<file path="src/rtl/imem_loader.sv">
// Program loader: packs a valid/ready byte stream big-endian into 32-bit words
// and writes them to consecutive IMEM addresses while holding the CPU.
module imem_loader #(
   parameter int ADDR_W  = 32,
   parameter int CNT_W   = 16,
   parameter int TIMEOUT = 50000
) (
   input  logic              SYS_clk,
   input  logic              SYS_reset,
   input  logic              load_start,
   input  logic [ADDR_W-1:0] load_base,
   input  logic [CNT_W-1:0]  load_words,
   input  logic              byte_valid,
   input  logic [7:0]        byte_data,
   output logic              byte_ready,
   output logic              imem_we,
   output logic [ADDR_W-1:0] imem_addr,
   output logic [31:0]       imem_wdata,
   output logic              cpu_hold,
   output logic              load_busy,
   output logic              load_done,
   output logic              load_err,
   output logic [7:0]        checksum
);

   localparam int TMR_W = $clog2(TIMEOUT + 1);

   typedef enum logic [2:0] {IDLE, RECV, WRITE, DONE, ERR} state_t;

   state_t            state, state_next;
   logic [TMR_W-1:0]  timer;
   logic [1:0]        byte_idx;
   logic [31:0]       word;
   logic [ADDR_W-1:0] addr;
   logic [CNT_W-1:0]  remaining;
   logic [7:0]        sum;
   logic              zero_done;
   logic              accept;
   logic              start_ok;

   assign accept   = (state == RECV) && byte_valid;
   assign start_ok = load_start && ((state == IDLE) || (state == ERR));

   always_comb begin
      state_next = state;
      case (state)
         IDLE, ERR: begin
            if (load_start)
               state_next = (load_words != '0) ? RECV : IDLE;
         end
         RECV: begin
            if (accept && (byte_idx == 2'd3))
               state_next = WRITE;
            else if (!accept && (timer == TMR_W'(TIMEOUT - 1)))
               state_next = ERR;
         end
         WRITE:   state_next = (remaining == CNT_W'(1)) ? DONE : RECV;
         DONE:    state_next = IDLE;
         default: state_next = IDLE;
      endcase
   end

   always_ff @(posedge SYS_clk) begin
      if (SYS_reset) begin
         state     <= IDLE;
         timer     <= '0;
         byte_idx  <= '0;
         word      <= '0;
         addr      <= '0;
         remaining <= '0;
         sum       <= '0;
         zero_done <= 1'b0;
      end else begin
         state     <= state_next;
         zero_done <= start_ok && (load_words == '0);

         if (start_ok) begin
            addr      <= load_base & ~ADDR_W'(3);
            remaining <= load_words;
            sum       <= '0;
         end

         // A fresh load always starts at byte 0; a discarded partial word is simply overwritten.
         if (accept) begin
            word     <= {word[23:0], byte_data};
            sum      <= sum + byte_data;
            byte_idx <= byte_idx + 2'd1;
         end else if (state != RECV) begin
            byte_idx <= '0;
         end

         if ((state == RECV) && !accept)
            timer <= timer + TMR_W'(1);
         else
            timer <= '0;

         if (state == WRITE) begin
            addr      <= addr + ADDR_W'(4);
            remaining <= remaining - CNT_W'(1);
         end
      end
   end

   assign byte_ready = (state == RECV);
   assign imem_we    = (state == WRITE);
   assign imem_addr  = addr;
   assign imem_wdata = word;
   assign cpu_hold   = (state == RECV) || (state == WRITE) || (state == DONE) || (state == ERR);
   assign load_busy  = (state == RECV) || (state == WRITE) || (state == DONE);
   assign load_done  = (state == DONE) || zero_done;
   assign load_err   = (state == ERR);
   assign checksum   = sum;

endmodule

</file>
<file path="config.mk">
export PLATFORM = sky130hd
export DESIGN_NAME = imem_loader
export DESIGN_NICKNAME = d
export VERILOG_FILES = /design/src/rtl/imem_loader.sv
export SDC_FILE = /design/constraint.sdc
export NUM_CORES = 1
export LEC_CHECK = 0
export ABC_AREA = 0
export ABC_CLOCK_PERIOD_IN_PS = 3000
export BUFFER_PORTS_ARGS = -buffer_cell sky130_fd_sc_hd__buf_2
export CAP_MARGIN = 20
export CORE_AREA = 5 5 113 115
export CTS_CLUSTER_DIAMETER = 120
export DETAILED_ROUTE_END_ITERATION = 8
export DIE_AREA = 0 0 118 120
export PLACE_DENSITY = 0.71
export SLEW_MARGIN = 20
export SYNTH_ARGS = -nofsm -noshare
export SYNTH_HDL_FRONTEND = slang
export SYNTH_SLANG_ARGS = --single-unit
</file>
<file path="constraint.sdc">
create_clock -name SYS_clk -period 3 [get_ports SYS_clk]
set_input_delay 0.45 -clock SYS_clk [delete_from_list [all_inputs] [get_ports SYS_clk]]
set_output_delay 0.45 -clock SYS_clk [all_outputs]
set_load 0.005 [all_outputs]
</file>
* Word-level counts from Yosys, hierarchy flattened
Index checks and enable logic that the tools add are counted.
** Storage, ports and cells
- Register bits :: 110
- Bits of input ports :: 60
- Output and inout port bits :: 78
- Logic and storage cells :: 59
** Cells by class
- $add $sub $neg :: 5
- Equality and inequality tests :: 10
- Mux-type cells :: 14
- Bitwise logic cells :: 1
- Reductions and logical operators :: 21
** Operators by type and width (number)
- 32-bit 2-to-1 mux :: 2
- 32-bit by 3-bit adder with 32-bit output, second input constant :: 1
- 16-bit 2-to-1 mux :: 2
- 16-bit by 1-bit adder with 16-bit output, second input constant :: 1
- 16-bit by 1-bit equality test with 1-bit output, second input constant :: 1
- 16-bit equality test, second input constant :: 1
- 16-bit zero test :: 1
- 8-bit 2-to-1 mux :: 2
- 16-bit nonzero test :: 1
- 16-bit by 1-bit subtractor with 16-bit output, second input constant :: 1
- 3-bit 2-to-1 mux :: 3
- 3-bit one-hot mux with 3 select lines :: 1
- 8-bit adder :: 1
- 3-bit by 2-bit equality test with 1-bit output, second input constant :: 2
- 1-bit logical AND :: 6
- 2-bit 2-to-1 mux :: 3
- 3-bit by 1-bit inequality test with 1-bit output, second input constant :: 2
- 2-bit nonzero test :: 3
- 1-bit logical OR :: 5
- 2-bit OR reduction :: 2
- 3-bit by 1-bit equality test with 1-bit output, second input constant :: 1
- 3-bit equality test, second input constant :: 1
- 3-bit zero test :: 1
- 2-bit by 1-bit adder with 2-bit output, second input constant :: 1
- 6 further kinds :: 6

* Depth between registers and ports, before layout
- Depth in word-level cells :: 7
- Mapped depth :: 8
- Depth with buffers taken out :: 8

* Least setup slack after synthesis
No wires, ideal clock.
- Kind :: register -> register
- From :: register state[1]
- To :: register remaining[9]
- Library setup time :: 0.075 ns
- Arrival time :: 2.067 ns
- Required time :: 2.925 ns
- Path slack :: 0.858 ns
- Stages on the path, launching flop included :: 8
- Buffers on the path :: 2
- Period minus slack after synthesis :: 2.142 ns
- Cells stage by stage :: dfxtp_1 -> or3b_1 -> buf_2 -> or4_4 -> or2_1 -> buf_6 -> or3_1 -> a31oi_1
** Between the ends
- Cells in the longest elaborated chain, start to end :: 4
- Elaborated cells between the ends (all ways) :: 7
- Classes of those cells :: eq/ne (2); mux (1); reduce/logical (4)
** RTL lines
- start, declared :: line 30 : state_t state, state_next;
- start signal, assigned :: line 74 : state <= state_next;
- 3-bit equality test / 3-bit zero test (equally long branches) :: line 42 : assign start_ok = load_start && ((state == IDLE) || (state == ERR));
- 1-bit logical OR :: line 42
- 1-bit logical AND :: line 42
- 2-bit nonzero test (no source line)
- end signal, assigned :: line 79 : remaining <= load_words;
- end signal, assigned :: line 99 : remaining <= remaining - CNT_W'(1);
- end, declared :: line 35 : logic [CNT_W-1:0] remaining;
Parallel ways exist; a longest one is shown, timed or not.
A chain may end at the register's enable or synchronous reset.

* Worst setup path in the final report
- From :: register state[1]
- To :: output imem_we
** Between the ends
- Cells in the longest elaborated chain, start to end :: 1
** RTL lines
- 3-bit by 2-bit equality test with 1-bit output :: line 105 : assign imem_we = (state == WRITE);
- end, declared :: line 16 : output logic imem_we,
No other way between the ends.

==> metrics.md <==
| Metric | Value |
|---|---|
| Setup_tns | 0 ns |
| Die ar. | 14200 um2 |
| Mapped Area | between 5000 and 6000 um2 |
| Cts hold-fix bufs | 0 |
| Finished Cell Area | 6170 um2 |
| ANT nets after route | 0 |
| Ant. Diodes | 0 |
| Post-synth EDFFs | 0 |
| Grt total ovfl | 0 |
| Switching share of total power | 0.272 |
| WS Path Type | flip-flop to output pin |
| RSZ-0062 raised after global routing | no |
| P_sw | 868 uW |
| Final min period | 2.55 ns |
| First-pass GRT wire length | 22400 um |
| Mapped Cells | 651 |
| Async SR Flop Fraction | 0 |
| Critical R2R Launch | state[1] |
| Final nets | 841 |
| Post-synthesis sequential area ratio | 0.425 |
| DRC errors left | 0 |
| R2R Setup Slk | 0.49 ns |
| Comb pwr share | 0.128 |
| Core area | 11700 um2 |
| Main flop type after synthesis | dfxtp_1 |
| CTS H-tree lvls | 3 |
| Syn_area_per_cell | 7.82 um2 |
| Hold Path Class | input pin to flip-flop |
| Internal power component | 2.32 mW |
| Clk sinks | 108 |
| Die width | 118 um |
| Maximum root-to-sink buffer count | 2 |
| Area after DPL | about 6000 um2 |
| Area growth syn-to-layout | 21.2% |
| Final count of pins violating max slew | 0 |
| Total power per unit cell area | 517 nW/um2 |
| Syn. warnings | 0 |
| #FFs+latches synth | 108 |
| Die Height | 120 um |
| Hold Path Depth | 3 |
| Detailed Route WL | 13700 um |
| Vias in the first global route | about 4.7k |
| FP Rows | 40 |
| Worst Path Required | approximately 2.6 ns |
| FMAX | slightly below 400 MHz |
| Overall routing resource usage | 0.186 |
| Critical Path Fanout Max | 17 |
| CTS tree | built |
| Final Skew | between 0.007 and 0.008 ns |
| Clk pwr share | 0.383 |
| Dpl hpwl | between 9000 and 10000 um |
| Crit path launch type | flip-flop |
| Num ports | approximately 140 |
| Peak supply drop | about 0.34 mV |
| Antenna violations before repair | 0 |
| Largest net degree at the start of global routing | 47 |
| Layout cells sized above 1 | 0.217 |
| # fillers | 1135 |
| WL per Instance | 14.9 um |
| Outcome | finished, final reports clean |
| Leakage power total | 2.47 nW |
| Worst r2r dst | remaining[15] |
| Worst-Skew Late Latency | 0.35 ns |
| TritonRoute pass-1 iters | 5 |
| Critical Path End Type | output pin |
| Hold_sp | byte_data[0] |
| Worst Hold End | imem_wdata[0] |
| Max-cap violations | 0 |
| Starting Density | 0.435 |
| Fin. Hold Viols | 0 |
| Utilization after layout | 0.527 |
| Vias per cell | 5.53 |
| Inserted Clock Buffers | 9 |
| DR iter-0 viols | 360 |
| CTS resizes | 0 |
| Clock slew seen by the registers of the worst setup and hold paths | 0.07 ns |
| Arr. time, crit path | approximately 2.1 ns |
| Placer Congestion | 0.851 |
| Via count | around 5.1k |
| Worst slew margin | 0.446 |
| Yosys cell types | between 50 and 60 |
| Setup repair bufs after CTS | 0 |
| Slew @ Worst Pin | 0.829 ns |
| Worst Reg-to-Reg Cells | 6 |
| Sequential cell fraction of total power | 0.489 |
| Count of input and output buffers | between 100 and 150 |
| Final setup violating endpoints | 0 |
| Final period utilization | 0.849 |
| CTS root buf | clkbuf_16 |
==> flip-flops by register name, summed over array words and instances (netlist names) <==
signal      count
byte_idx        2
remaining      16
state           3
zero_done       1
imem_addr      30
checksum        8
imem_wdata     32
timer          16
==> final cells by class <==
type	instances	area (um2)	share of cell area
Inverter	10	37.5	0.00609
Clock inverter	7	80.1	0.0130
Clock buffer	9	225	0.0365
Timing Repair Buffer	144	748	0.121
Sequential cell	108	2160	0.351
Tap cell	147	184	0.0298
Multi-Input combinational cell	495	2730	0.443
==> cells in the final DEF (no fill, tap or decap), types with 3 or more instances in the layout <==
master and instances:
nand4_1 8, or2_2 4, nand2b_1 5, clkbuf_16 9, ha_1 12, nand2_1 120
xnor2_1 18, dfxtp_1 108, nand3_1 37, o21ai_0 12, inv_1 10, a311oi_1 3
buf_4 11, nor2_1 56, inv_6 3, a21oi_1 84, a211oi_1 6, nor4_1 14
a22oi_1 8, and3_1 6, a31oi_1 11, o211ai_1 14, buf_2 133, nor3_1 19
xor2_1 9, o22ai_1 3, or3_1 11
==> through the flow <==
stage	setup slack (ns)	hold slack [ns]	instances	power, mW
2_1_floorplan	0.858	0.413	652	1.83
3_3_place_gp	0.573	0.423	904	1.99
3_5_place_dp	0.520	0.436	904	2.00
4_1_cts	0.440	0.343	920	3.22
5_1_grt	0.300	0.351	920	3.34
6_report	0.454	0.356	920	3.19
==> worst max-delay path by stage <==
stage,startpoint,to,cells after the start
after detailed placement,state[1],imem_addr[23],6
after floorplan,state[1],remaining[9],7
after global routing,state[1],imem_we,4
after global placement,state[1],imem_addr[23],6
after CTS,state[1],imem_we,4
final,state[1],imem_we,4
==> per-layer routing <==
metal | global-route usage | part of all wire | up-vias
li1 | - | - | 2541
met1 | 0.241 | 0.44 | 2375
met2 | 0.301 | 0.48 | 150
met3 | 0.0396 | 0.055 | 22
met4 | 0.0803 | 0.022 | 0
met5 | 0 | 0 | -
==> power groups by stage <==
stage | sequential [mW] | clock, mW | combinational [mW]
4_1_cts | 1.56 | 1.24 | 0.413
5_1_grt | 1.57 | 1.31 | 0.462
3_5_place_dp | 1.59 | 0 | 0.410
6_report | 1.56 | 1.22 | 0.409
2_1_floorplan | 1.58 | 0 | 0.250
3_3_place_gp | 1.59 | 0 | 0.400
==> cell families (layout without fill, tap and decap cells) <==
group,Yosys count,after routing,synth area share
adder cells (fa/ha/maj),13,13,0.0334
flip-flops,108,108,0.425
other,1,2,0.000737
multiplexers,4,4,0.00836
XOR/XNOR,27,27,0.0464
buffers and inverters,49,170,0.0396
AO/OA/AOI/OAI,156,156,0.183
AND/OR/NAND/NOR,293,293,0.264
==> critical path, stage by stage, from the launching register on <==
cell and delay, ns:
dfxtp_1 0.40, or3b_1 0.54, buf_4 0.27, inv_1 0.33
buf_2 0.20
==> synth_stat cells, types with 6 or more instances <==
library cell | n | area [um2]
nand2_1 | 120 | 450
nand4_1 | 8 | 50.1
xor2_1 | 9 | 78.8
nor3_1 | 19 | 95.1
nand3_1 | 37 | 185
nor4_1 | 14 | 87.6
o211ai_1 | 14 | 105
xnor2_1 | 18 | 158
dfxtp_1 | 108 | 2160
ha_1 | 12 | 150
clkbuf_1 | 30 | 113
a22oi_1 | 8 | 60.1
o21ai_0 | 12 | 60.1
a211oi_1 | 6 | 45.0
and3_1 | 6 | 37.5
a21oi_1 | 84 | 420
nor2_1 | 56 | 210
a31oi_1 | 11 | 68.8
inv_1 | 10 | 37.5
or3_1 | 11 | 68.8
(Power assumes the default switching activity.)
